File: config.mk
export PLATFORM = sky130hd
export DESIGN_NAME = fifo_parser_param_flat
export DESIGN_NICKNAME = d
export VERILOG_FILES = /design/src/rtl/fifo_parser_if.sv /design/src/rtl/fifo_parser_param.sv /design/src/flat_wrapper.sv
export SDC_FILE = /design/constraint.sdc
export NUM_CORES = 1
export LEC_CHECK = 0
export CAP_MARGIN = 20
export CORE_MARGIN = 8
export CORE_UTILIZATION = 53
export CTS_CLUSTER_DIAMETER = 150
export DETAILED_ROUTE_END_ITERATION = 8
export PLACE_DENSITY = 0.74
export SLEW_MARGIN = 40
export SYNTH_ARGS = -nofsm -noshare
export SYNTH_HDL_FRONTEND = slang
export SYNTH_SLANG_ARGS = --single-unit
File: constraint.sdc
create_clock -name clk -period 3.9 [get_ports clk]
set_input_delay 0.78 -clock clk [delete_from_list [all_inputs] [get_ports clk]]
set_output_delay 0.78 -clock clk [all_outputs]
set_load 0.01 [all_outputs]
File: src/rtl/fifo_parser_if.sv
// fifo_parser_param_if: handshake/data bundle for fifo_parser_param.
// master drives din/wr_en/rd_en and observes everything else; slave is the FIFO side.
interface fifo_parser_param_if #(
    parameter int WIDTH = 33,
    parameter int DEPTH = 8
);
    localparam int CW = $clog2(DEPTH) + 1;
    logic [WIDTH-1:0] din;
    logic             wr_en;
    logic             full;
    logic             almost_full;
    logic             prog_full;
    logic             rd_en;
    logic [WIDTH-1:0] dout;
    logic             valid;
    logic             empty;
    logic             almost_empty;
    logic [CW-1:0]    data_count;
    logic             overflow;
    logic             underflow;
    modport master (
        output din, wr_en, rd_en,
        input  full, almost_full, prog_full, dout, valid, empty, almost_empty,
               data_count, overflow, underflow
    );
    modport slave (
        input  din, wr_en, rd_en,
        output full, almost_full, prog_full, dout, valid, empty, almost_empty,
               data_count, overflow, underflow
    );
endinterface

File: src/rtl/fifo_parser_param.sv
// fifo_parser_param: synchronous FIFO with registered read data and occupancy flags.
// Ports: clk, rst_n (async assert, active low), bus (fifo_parser_param_if.slave):
//   din/wr_en write side, rd_en/dout/valid read side, full/almost_full/prog_full/
//   empty/almost_empty/data_count status, overflow/underflow sticky errors.
// Macro FIFO_PARSER_ERR_FLAGS_EN enables the sticky error flags; otherwise they read 0.
module fifo_parser_param #(
    parameter int WIDTH            = 33,
    parameter int DEPTH            = 8,
    parameter int PROG_FULL_THRESH = 3
) (
    input logic                clk,
    input logic                rst_n,
    fifo_parser_param_if.slave bus
);
    localparam int AW = $clog2(DEPTH);
    localparam int CW = AW + 1;
    logic [WIDTH-1:0] mem [DEPTH];
    logic [AW-1:0]    wr_ptr_q, wr_ptr_d, rd_ptr_q, rd_ptr_d;
    logic [CW-1:0]    count_q, count_d;
    logic [WIDTH-1:0] dout_q, dout_d;
    logic             valid_q;
    logic             rd_acc, wr_acc;
    // A write into a full FIFO is still accepted when a read frees a slot on the same edge.
    always_comb begin
        rd_acc   = bus.rd_en && (count_q != '0);
        wr_acc   = bus.wr_en && ((count_q != CW'(DEPTH)) || rd_acc);
        wr_ptr_d = wr_acc ? wr_ptr_q + 1'b1 : wr_ptr_q;
        rd_ptr_d = rd_acc ? rd_ptr_q + 1'b1 : rd_ptr_q;
        dout_d   = rd_acc ? mem[rd_ptr_q] : dout_q;
        count_d  = (wr_acc && !rd_acc) ? count_q + 1'b1 :
                   (rd_acc && !wr_acc) ? count_q - 1'b1 : count_q;
    end
    always_ff @(posedge clk or negedge rst_n) begin
        if (!rst_n) begin
            wr_ptr_q <= '0;
            rd_ptr_q <= '0;
            count_q  <= '0;
            dout_q   <= '0;
            valid_q  <= 1'b0;
        end else begin
            wr_ptr_q <= wr_ptr_d;
            rd_ptr_q <= rd_ptr_d;
            count_q  <= count_d;
            dout_q   <= dout_d;
            valid_q  <= rd_acc;
        end
    end
    // Storage is not reset; a reset simply rewinds the pointers and count.
    always_ff @(posedge clk) begin
        if (rst_n && wr_acc) mem[wr_ptr_q] <= bus.din;
    end
`ifdef FIFO_PARSER_ERR_FLAGS_EN
    logic ovf_q, unf_q;
    always_ff @(posedge clk or negedge rst_n) begin
        if (!rst_n) begin
            ovf_q <= 1'b0;
            unf_q <= 1'b0;
        end else begin
            ovf_q <= ovf_q | (bus.wr_en && !wr_acc);
            unf_q <= unf_q | (bus.rd_en && !rd_acc);
        end
    end
    assign bus.overflow  = ovf_q;
    assign bus.underflow = unf_q;
`else
    assign bus.overflow  = 1'b0;
    assign bus.underflow = 1'b0;
`endif
    assign bus.full         = count_q == CW'(DEPTH);
    assign bus.almost_full  = count_q >= CW'(DEPTH - 1);
    assign bus.prog_full    = count_q >= CW'(PROG_FULL_THRESH);
    assign bus.empty        = count_q == '0;
    assign bus.almost_empty = count_q <= CW'(1);
    assign bus.data_count   = count_q;
    assign bus.dout         = dout_q;
    assign bus.valid        = valid_q;
endmodule

File: src/flat_wrapper.sv
// flat-port wrapper written by rule: the top's interface ports become plain ports
module fifo_parser_param_flat 
#(
    parameter int WIDTH            = 33,
    parameter int DEPTH            = 8,
    parameter int PROG_FULL_THRESH = 3
)
  (clk, rst_n, bus_din, bus_wr_en, bus_rd_en, bus_full, bus_almost_full, bus_prog_full, bus_dout, bus_valid, bus_empty, bus_almost_empty, bus_data_count, bus_overflow, bus_underflow);
  fifo_parser_param_if #(.WIDTH(WIDTH), .DEPTH(DEPTH)) bus_i ();
  input logic clk;
  input logic rst_n;
  input wire logic [$bits(bus_i.din)-1:0] bus_din;
  input wire logic [$bits(bus_i.wr_en)-1:0] bus_wr_en;
  input wire logic [$bits(bus_i.rd_en)-1:0] bus_rd_en;
  output wire logic [$bits(bus_i.full)-1:0] bus_full;
  output wire logic [$bits(bus_i.almost_full)-1:0] bus_almost_full;
  output wire logic [$bits(bus_i.prog_full)-1:0] bus_prog_full;
  output wire logic [$bits(bus_i.dout)-1:0] bus_dout;
  output wire logic [$bits(bus_i.valid)-1:0] bus_valid;
  output wire logic [$bits(bus_i.empty)-1:0] bus_empty;
  output wire logic [$bits(bus_i.almost_empty)-1:0] bus_almost_empty;
  output wire logic [$bits(bus_i.data_count)-1:0] bus_data_count;
  output wire logic [$bits(bus_i.overflow)-1:0] bus_overflow;
  output wire logic [$bits(bus_i.underflow)-1:0] bus_underflow;
  assign bus_i.din = bus_din;
  assign bus_i.wr_en = bus_wr_en;
  assign bus_i.rd_en = bus_rd_en;
  assign bus_full = bus_i.full;
  assign bus_almost_full = bus_i.almost_full;
  assign bus_prog_full = bus_i.prog_full;
  assign bus_dout = bus_i.dout;
  assign bus_valid = bus_i.valid;
  assign bus_empty = bus_i.empty;
  assign bus_almost_empty = bus_i.almost_empty;
  assign bus_data_count = bus_i.data_count;
  assign bus_overflow = bus_i.overflow;
  assign bus_underflow = bus_i.underflow;
  fifo_parser_param #(.WIDTH(WIDTH), .DEPTH(DEPTH), .PROG_FULL_THRESH(PROG_FULL_THRESH)) u_core (.clk(clk), .rst_n(rst_n), .bus(bus_i));
endmodule
==> results.md, run 1 <==
* Critical-path cell list: inv_1 > ha_1 > nor3b_4 > buf_4 > clkdlybuf4s50_1
* Status: finished clean
* Final hold violation count at 0
* Nets at 809
* Clk_lat worst skew at 530 ps
* Synth cell count leaders: edfxtp_1 (264), mux2i_1 (67), mux2_2 (61)
* Synth Register Bits at 308
* Crit Path Category: reg -> out
* # rows at 55
* Die footprint at 28,140 µm²
* Cell Pwr Density at 713.3 nW/µm²
* # setup viols final at 0
* TritonCTS buffer count at 29
* Critical path arrival at between 2000 and 3000 ps
* Hold Path Class: in -> async
* Slew @ Worst Pin at between 600 and 700 ps
* DRC viols at 0
* Setup tns final at 0 ps
* Worst VDD drop at 0.0004932 V
* Starting Density at ~54%
* Reg-to-reg startpoint: u_core.bus.data_count[0]$_DFFE_PN0P_
* Design area at 14,290 µm²
* Crit path depth at 5
* Netlist cell types at 37
* DR WL/cell at about 23 µm
* Reg-to-reg endpoint: u_core.bus.data_count[3]$_DFFE_PN0P_
* I/O pins at a little over 80
* Post-DP HPWL at roughly 15,000 µm
* Cell with the most instances after synthesis: edfxtp_1
* TritonCTS clock tree: built
* Initial antenna violation count at 0
* Synth top area cells: edfxtp_1 (65%), dfrtp_1 (9.0%), mux2_2 (5.6%)
* Rel. slew slack at 54.68%
* Die width at roughly 170 µm
* Routed vias/inst at a little under 6
* CP Launch Type: flop
* Post-synth ARST share at 14.29%
* Final Non-Filler Cells at 1,072
* Layout cells sized above 1 at 21.09%
* GP Congestion at a little under 0.8
* First-pass GRT wire length at 39,190 µm
* Final Critical Period at 3308 ps
* Slowest cell on crit path: clkdlybuf4s50_1
* R2R depth at 9
* CP startpoint: u_core.bus.data_count[0]$_DFFE_PN0P_
* Mapped Avg Cell Area at 18.08 µm²
* Die Ht at about 170 µm
* LEAKAGE at between 4 and 5 nW
* Postcts setup bufs at 0
* Most used flip-flop cell after synthesis: edfxtp_1
* Vias in the first global route at 6,860
* Syn-to-layout area delta at 17.05%
* First DRT Iteration DRCs at 556
* Largest net degree at the start of global routing at 58
* Hold_buf cts at 0
* # diodes at 0
* Clock skew at ~7.5 ps
* H-tree depth at 1
* Global Route Usage Sum at 17.80%
* Grt total ovfl at 0
* Maxcap violations at 0
* First-pass iteration count of the detailed router at 5
* CP Capture Type: output port
* Placed insts at 1,019
* RSZ-0062 raised after global routing: false
* CP max FO at 36
* Post_cts resized at 0
* Detailed-route via count at between 6,000 and 7,000
* Seq/Total Area, Yosys at 73.98%
* Crit path largest cell delay at 620 ps
* EDFF count, synth at 264
* Final worst-path cycle share at between 80% and 90%
* Worst reg-to-reg setup slack at 1260 ps
* Antenna Nets Post-Route at 0
* Synthesized instance count at 675
* Post-synth top area cell: edfxtp_1
* Critical path's top delay family: buffers and inverters
* Final Slew Violations at 0
* Clock root cell: clkbuf_16
* Worst Path Required at roughly 3100 ps
* Top-area cell type share of the netlist area at 64.96%
* Fmax achieved at roughly 300 MHz
* DP Area at 13,380 µm²
* Yosys warns at 0
* Clk buf depth at 3
* WP buf/inv at 3
* Clock Pin Slew Worst Setup and Hold Paths at roughly 60 ps
* # port buffers at 79
* Total Wirelength at between 20,000 and 25,000 µm
* CTS Sinks at approximately 310
* Core footprint at 22,640 µm²
* Netlist Area Pre-Place at 12,200 µm²
-- report_power, final --
part / switching (mW) / internal (mW) / total (mW) / leakage (nW)
registers: 0.322 / 4.04 / 4.36 / 2.91
logic: 1.63 / 1.53 / 3.16 / 1.60
clock network: 1.11 / 1.56 / 2.66 / 0.440
total: 3.06 / 7.13 / 10.2 / 4.95
-- worst register-to-register path: cells and delay by family (launching register included) --
kind	cells	cell delay (ps)
AND/OR/NAND/NOR	3	880
adder cells (fa/ha/maj)	2	500
flip-flops	1	470
buffers and inverters	2	390
AO/OA/AOI/OAI	1	180
XOR/XNOR	1	150
-- layer usage --
metal	track usage, %	share of wire, %
met4	3.921	1.8
met2	30.07	49
met5	0	0
met3	3.221	5.2
met1	23.75	44
-- stage by stage --
stage	hold slack, ps	power (mW)	worst slack [ps]	utilization, %
6_report	195.9	10.19	592.1	63.09
5_1_grt	207.4	10.63	482.0	63.09
4_1_cts	182.4	10.26	575.2	63.09
3_5_place_dp	524.6	7.596	752.9	59.10
2_1_floorplan	484.4	6.468	3.841	-
3_3_place_gp	507.3	7.427	845.2	58.86
-- cell usage in the layout, fill, tap and decap left out, types with 5 or more instances in the layout --
cell | Yosys | layout
dfrtp_1 | 44 | 43
o21ai_0 | 34 | 34
clkbuf_16 | 0 | 29
mux2_2 | 61 | 61
xnor2_1 | 5 | 5
clkbuf_1 | 18 | 15
nand2_1 | 5 | 5
a22o_1 | 33 | 33
mux2i_1 | 67 | 67
clkbuf_8 | 0 | 6
mux2_1 | 7 | 7
o31ai_2 | 29 | 29
clkdlybuf4s50_1 | 0 | 78
buf_4 | 3 | 16
o22ai_1 | 33 | 33
nor2_4 | 0 | 7
edfxtp_1 | 264 | 264
ha_1 | 7 | 7
-- final cells by class --
type                       instances  area, µm²
clock buffer                      50      864.6
clock inverter                     3      40.04
fill                            1566       8356
inverter                           5      18.77
multi-input combinational        320       2932
sequential                       308       9032
tap                              285      356.6
timing repair buffer             101       1041
-- sequential cells by signal, summed over array words and instances (netlist names) --
name and cells:
u_core.bus.data_count 4, u_core.bus.dout 33, u_core.bus.valid 1, u_core.mem 264
u_core.rd_ptr_q 3, u_core.wr_ptr_q 3
-- cell families after synthesis --
group | count (synthesis) | share of synthesized area, %
flops | 308 | 73.98
compound gates | 135 | 8.776
mux | 135 | 11.77
buf+inv | 48 | 2.624
simple gates | 33 | 1.528
xor+xnor | 8 | 0.5741
fa+ha+maj | 7 | 0.7176
other cells | 1 | 0.03073
-- worst max-delay path by stage --
| stage | endpoint | slack, ps |
|---|---|---|
| floorplan | u_core.mem[3][0]$_DFFE_PP_ | 4 |
| global placement | u_core.mem[0][2]$_DFFE_PP_ | 850 |
| detailed placement | u_core.mem[0][5]$_DFFE_PP_ | 750 |
| CTS | bus_empty | 580 |
| global route | bus_empty | 480 |
| finish | bus_empty | 590 |
No activity file was read; power rests on OpenSTA's default activity.
==> inputs of run 2 (changes only) <==
CORE_UTILIZATION = 59   (was 53)
PLACE_DENSITY = 0.78   (was 0.74)
clock period = 3.15 ns   (was 3.9 ns; I/O delays follow)
==> run 2 against run 1 <==
  * Die area shrank 9.2%
  * Largest cell class unchanged
  * Power grew 25%
  * Clock power grew 26%
==> results.md, run 2 (same netlist as run 1, synthesis figures left out) <==
* Status: finished clean (unchanged)
* Initial antenna violation count at 0 (unchanged)
* Clock skew at 8.651 ps (was 7.498 ps)
* Critical path arrival at 2190 ps (was 2530 ps)
* Seq. cell area at 9032 µm² (unchanged)
* # rows at 52 (was 55)
* Hold WS at 480.6 ps (was 195.9 ps)
* Crit path largest cell delay at 600 ps (was 620 ps)
* # setup viols final at 0 (unchanged)
* Maxcap violations at 0 (unchanged)
* CP Capture Point: bus_empty (unchanged)
* Die Ht at 159.8 µm (was 167.7 µm)
* Final hold violation count at 0 (unchanged)
* RSZ-0062 raised after global routing: false (unchanged)
* Total power at 12.69 mW (was 10.19 mW)
* Rel. slew slack at 49.70% (was 54.68%)
* WP buf/inv at 2 (was 3)
* DRC viols at 0 (unchanged)
* Postcts setup bufs at 0 (unchanged)
* Hold_buf cts at 1 (was 0)
* Finished Core Util at 70.50% (was 63.09%)
* GP Congestion at 0.7523 (was 0.7779)
* Post-DP HPWL at 15,180 µm (was 14,710 µm)
* Setup tns final at 0 ps (unchanged)
* Worst Path Required at 2520 ps (was 3120 ps)
* Die footprint at 25,540 µm² (was 28,140 µm²)
* DR WL/cell at 23.91 µm (was 23.18 µm)
* Nets at 814 (was 809)
* Vias in the first global route at 7,065 (was 6,860)
* I/O pins at 82 (unchanged)
* Post_cts resized at 0 (unchanged)
* R2R depth at 9 (unchanged)
* TritonCTS clock tree: built (unchanged)
* CP Launch Type: flop (unchanged)
* Critical path's top delay family: buffers and inverters (unchanged)
* Commonest non-fill, non-tap cell in the layout: edfxtp_1 (unchanged)
* CP max FO at 7 (was 36)
* Largest net degree at the start of global routing at 55 (was 58)
* Die width at 159.8 µm (was 167.7 µm)
* Cell Pwr Density at 886.7 nW/µm² (was 713.3 nW/µm²)
* Fillers at 1,277 (was 1,566)
* Slew @ Worst Pin at 753.7 ps (was 679.8 ps)
* Multi-input logic area at 2944 µm² (was 2932 µm²)
* Layout cells sized above 1 at 21.28% (was 21.09%)
* Critical-path cell list: inv_1 > ha_1 > nor3b_4 > clkdlybuf4s50_1 (was inv_1 > ha_1 > nor3b_4 > buf_4 > clkdlybuf4s50_1)
* Final Slew Violations at 0 (unchanged)
* First DRT Iteration DRCs at 463 (was 556)
* Worst reg-to-reg setup slack at 690 ps (was 1260 ps)
* # diodes at 0 (unchanged)
* Design area at 14,310 µm² (was 14,290 µm²)
* DP Area at 13,370 µm² (was 13,380 µm²)
* Reg-to-reg endpoint: u_core.bus.data_count[3]$_DFFE_PN0P_ (unchanged)
* Hold Path Class: in -> async (unchanged)
* Final Critical Period at around 2800 ps
* Crit path depth at 4 (was 5)
* First-pass iteration count of the detailed router at 5 (unchanged)
* Most frequent cells in the layout: edfxtp_1 (264), clkdlybuf4s50_1 (78), mux2i_1 (67) (unchanged)
* CP Capture Type: output port (unchanged)
* Global Route Usage Sum at 19.62% (was 17.80%)
* Syn-to-layout area delta at 17.26% (was 17.05%)
* Most flops, register: u_core.mem (unchanged)
* Largest register FFs at 264 (unchanged)
* Worst VDD drop at 0.0006296 V (was 0.0004932 V)
* Placed insts at 1,007 (was 1,019)
* Clk_lat worst skew at 540 ps (was 530 ps)
* Slowest cell on crit path: clkdlybuf4s50_1 (unchanged)
* LEAKAGE at 4.981 nW (was 4.952 nW)
* Fmax achieved at approximately 350 MHz
* Antenna Nets Post-Route at 0 (unchanged)
* Core footprint at 20,300 µm² (was 22,640 µm²)
* CP startpoint: u_core.bus.data_count[0]$_DFFE_PN0P_ (unchanged)
* Grt total ovfl at 0 (unchanged)
* Final Worst Setup Slack at 325.8 ps (was 592.1 ps)
* Clk buf depth at 3 (unchanged)
* # port buffers at 79 (unchanged)
* Starting Density at 60.12% (was 53.90%)
* First-pass GRT wire length at 39,410 µm (was 39,190 µm)
* Final worst-path cycle share at 89.66%
* Post-place setup slack at 249.6 ps (was 752.9 ps)
* CTS Sinks at 308 (unchanged)
* TritonCTS buffer count at 30 (was 29)
* Routed vias/inst at 6.101 (was 5.935)
* Clock root cell: clkbuf_16 (unchanged)
* Final Non-Filler Cells at 1,064 (was 1,072)
* Detailed-route via count at 6,491 (was 6,362)
* H-tree depth at 1 (unchanged)
* Reg-to-reg startpoint: u_core.bus.data_count[0]$_DFFE_PN0P_ (unchanged)
* Total Wirelength at 25,450 µm (was 24,850 µm)
* Clock Pin Slew Worst Setup and Hold Paths at 60 ps (about the same)
* Crit Path Category: reg -> out (unchanged)
run 2: power by group:
group	total [mW]	switching, mW	internal, mW
clock network	3.35	1.40	1.96
logic	3.92	2.05	1.87
registers	5.41	0.413	5.00
run 2: layout make-up:
type	instances	share of cell area [%]
Tap cell	270	2.361
Inverter	5	0.1311
Clock buffer	47	6.050
Clock inverter	9	0.4634
Timing Repair Buffer	105	7.309
Sequential cell	308	63.11
Multi-Input combinational cell	320	20.57
run 2: how the worst min path moves through the flow:
stage                     slack, ps  startpoint                              endpoint  depth (start not counted)
after floorplan                 330       rst_n  u_core.bus.data_count[0]$_DFFE_PN0P_                          0
after global placement          460       rst_n       u_core.bus.dout[14]$_DFFE_PN0P_                          1
after detailed placement        470       rst_n       u_core.bus.dout[14]$_DFFE_PN0P_                          1
after CTS                       470       rst_n       u_core.bus.dout[14]$_DFFE_PN0P_                          2
after global routing            470       rst_n       u_core.bus.dout[14]$_DFFE_PN0P_                          2
final                           480       rst_n       u_core.bus.dout[14]$_DFFE_PN0P_                          2
run 2: metal layers:
layer  share of wire (%)  global-route usage (%)  up-vias
met4                 1.8                   5.268        0
met5                   0                       0        -
met2                  51                   34.26      239
li1                    -                       -     2868
met3                 5.9                   3.496       44
met1                  41                   24.91     3340
==> inputs of run 3 (changes only) <==
SLEW_MARGIN = not set   (was 40)
==> run 3 against run 2 <==
  * Sequential power is essentially flat
  * Sequential share of layout area is essentially flat
  * First-iteration DRC count grew 24%
  * Utilization is essentially flat
==> results.md, run 3 (same netlist as run 1, synthesis figures left out) <==
* Cell Pwr Density at 888.1 nW/µm² (was 886.7 nW/µm²)
* Final Slew Violations at 0 (unchanged)
* CP Capture Type: output port (unchanged)
* Largest net degree at the start of global routing at 55 (unchanged)
* Most flops, register: u_core.mem (unchanged)
* Detailed-route via count at 6,519 (was 6,491)
* Clock Pin Slew Worst Setup and Hold Paths at 60 ps (about the same)
* CP max FO at 7 (unchanged)
* First-pass GRT wire length at 39,270 µm (was 39,410 µm)
* CP startpoint: u_core.bus.data_count[0]$_DFFE_PN0P_ (unchanged)
* First DRT Iteration DRCs at 572 (was 463)
* Reg-to-reg startpoint: u_core.bus.data_count[0]$_DFFE_PN0P_ (unchanged)
* Clock root cell: clkbuf_16 (unchanged)
* Final hold violation count at 0 (unchanged)
* LEAKAGE at 5.001 nW (was 4.981 nW)
* Rel. slew slack at 37.06% (was 49.70%)
* Die Ht at 159.8 µm (unchanged)
* Antenna Nets Post-Route at 0 (unchanged)
* Hold_buf cts at 1 (unchanged)
* Setup tns final at 0 ps (unchanged)
* Die width at 159.8 µm (unchanged)
* Critical path arrival at 2220 ps (was 2190 ps)
* Hold Path Class: in -> async (unchanged)
* Grt total ovfl at 0 (unchanged)
* # port buffers at 79 (unchanged)
* Worst VDD drop at 0.0005628 V (was 0.0006296 V)
* Design area at 14,310 µm² (about the same)
* Worst Path Required at 2520 ps (about the same)
* Routed vias/inst at 6.127 (was 6.101)
* Initial antenna violation count at 0 (unchanged)
* Core footprint at 20,300 µm² (unchanged)
* CTS Sinks at 308 (unchanged)
* Final Non-Filler Cells at 1,064 (unchanged)
* Nets at 814 (unchanged)
* Final Critical Period at 2851 ps (was 2824 ps)
* Clk buf depth at 3 (unchanged)
* Die footprint at 25,540 µm² (unchanged)
* # rows at 52 (unchanged)
* Finished Core Util at 70.51% (was 70.50%)
* Layout cells sized above 1 at 22.80% (was 21.28%)
* First-pass iteration count of the detailed router at 4 (was 5)
* DR WL/cell at 24.03 µm (was 23.91 µm)
* Post-place setup slack at 241.3 ps (was 249.6 ps)
* GP Congestion at 0.7523 (unchanged)
* I/O pins at 82 (unchanged)
* Clock skew at 13.97 ps (was 8.651 ps)
* Fillers at 1,275 (was 1,277)
* Slew @ Worst Pin at 939.8 ps (was 753.7 ps)
* Syn-to-layout area delta at 17.28% (was 17.26%)
* Largest register FFs at 264 (unchanged)
* Clk_lat worst skew at 540 ps (about the same)
* # setup viols final at 0 (unchanged)
* TritonCTS clock tree: built (unchanged)
* Crit Path Category: reg -> out (unchanged)
* Most frequent cells in the layout: edfxtp_1 (264), clkdlybuf4s50_1 (78), mux2i_1 (67) (unchanged)
* DRC viols at 0 (unchanged)
* DP Area at 13,360 µm² (was 13,370 µm²)
* Post_cts resized at 0 (unchanged)
* Hold WS at 482.1 ps (was 480.6 ps)
* Post-DP HPWL at 15,170 µm (was 15,180 µm)
* TritonCTS buffer count at 30 (unchanged)
* Maxcap violations at 0 (unchanged)
* Starting Density at 60.12% (unchanged)
* Status: finished clean (unchanged)
* # diodes at 0 (unchanged)
* Placed insts at 1,007 (unchanged)
* Total Wirelength at 25,570 µm (was 25,450 µm)
* Final Worst Setup Slack at 298.5 ps (was 325.8 ps)
* Final worst-path cycle share at 90.52% (was 89.66%)
* Fmax achieved at 350.7 MHz (was 354.1 MHz)
* Global Route Usage Sum at 19.50% (was 19.62%)
* Vias in the first global route at 6,985 (was 7,065)
* Total power at 12.71 mW (was 12.69 mW)
* H-tree depth at 1 (unchanged)
* Commonest non-fill, non-tap cell in the layout: edfxtp_1 (unchanged)
* CP Launch Type: flop (unchanged)
* Postcts setup bufs at 0 (unchanged)
* RSZ-0062 raised after global routing: false (unchanged)
==> run 3: cell count changes in the layout (fill, tap and decap cells not counted) <==
cell and delta:
clkinv_2 +11, nor2_4 -1, clkinv_1 -4, inv_6 +1, clkinvlp_4 +1, nor2_2 +1, clkbuf_1 -8, nor2b_2 +1
clkbuf_8 -1, nor2b_4 -1
==> run 3: path summary, 6_finish.rpt <==
kind | end | slack (ps) | cells after the start
worst max-delay path | bus_empty | 300 | 4
worst min-delay path | u_core.bus.dout[14]$_DFFE_PN0P_ | 480 | 2
worst max register to register | u_core.bus.data_count[3]$_DFFE_PN0P_ | 670 | 9
worst min register to register | u_core.bus.dout[26]$_DFFE_PN0P_ | 540 | 2
max in group asynchronous | u_core.rd_ptr_q[0]$_DFFE_PN0P_ | 1730 | 3
min in group clk | u_core.bus.dout[26]$_DFFE_PN0P_ | 540 | 2
==> run 3: worst max-delay path: stages (launching register included) <==
cell and delay, ps:
dfrtp_1 460, inv_1 110, ha_1 200, nor3b_4 310
clkdlybuf4s50_1 600
==> run 3: metal layers <==
metal	GRT usage [%]	vias up	routed length [µm]
met5	0	-	0
met4	4.630	0	467
met3	3.548	42	1497
met2	34.04	205	13070
met1	24.96	3404	10530
li1	-	2868	-
==> run 3: power by group <==
| part | switching (mW) | internal [mW] | total [mW] |
|---|---|---|---|
| clock | 1.44 | 1.93 | 3.37 |
| sequential | 0.412 | 5.00 | 5.41 |
| combinational | 2.06 | 1.87 | 3.93 |
| total | 3.92 | 8.79 | 12.7 |
==> run 3: layout make-up <==
type	instances	area (µm²)	share of cell area (%)
clock buffers	38	822.0	5.743
inverters	5	18.77	0.1311
multi-input cells	320	2934	20.50
well taps	270	337.8	2.360
clock inverters	18	122.6	0.8566
repair buffers	105	1046	7.308
flip-flops and latches	308	9032	63.10
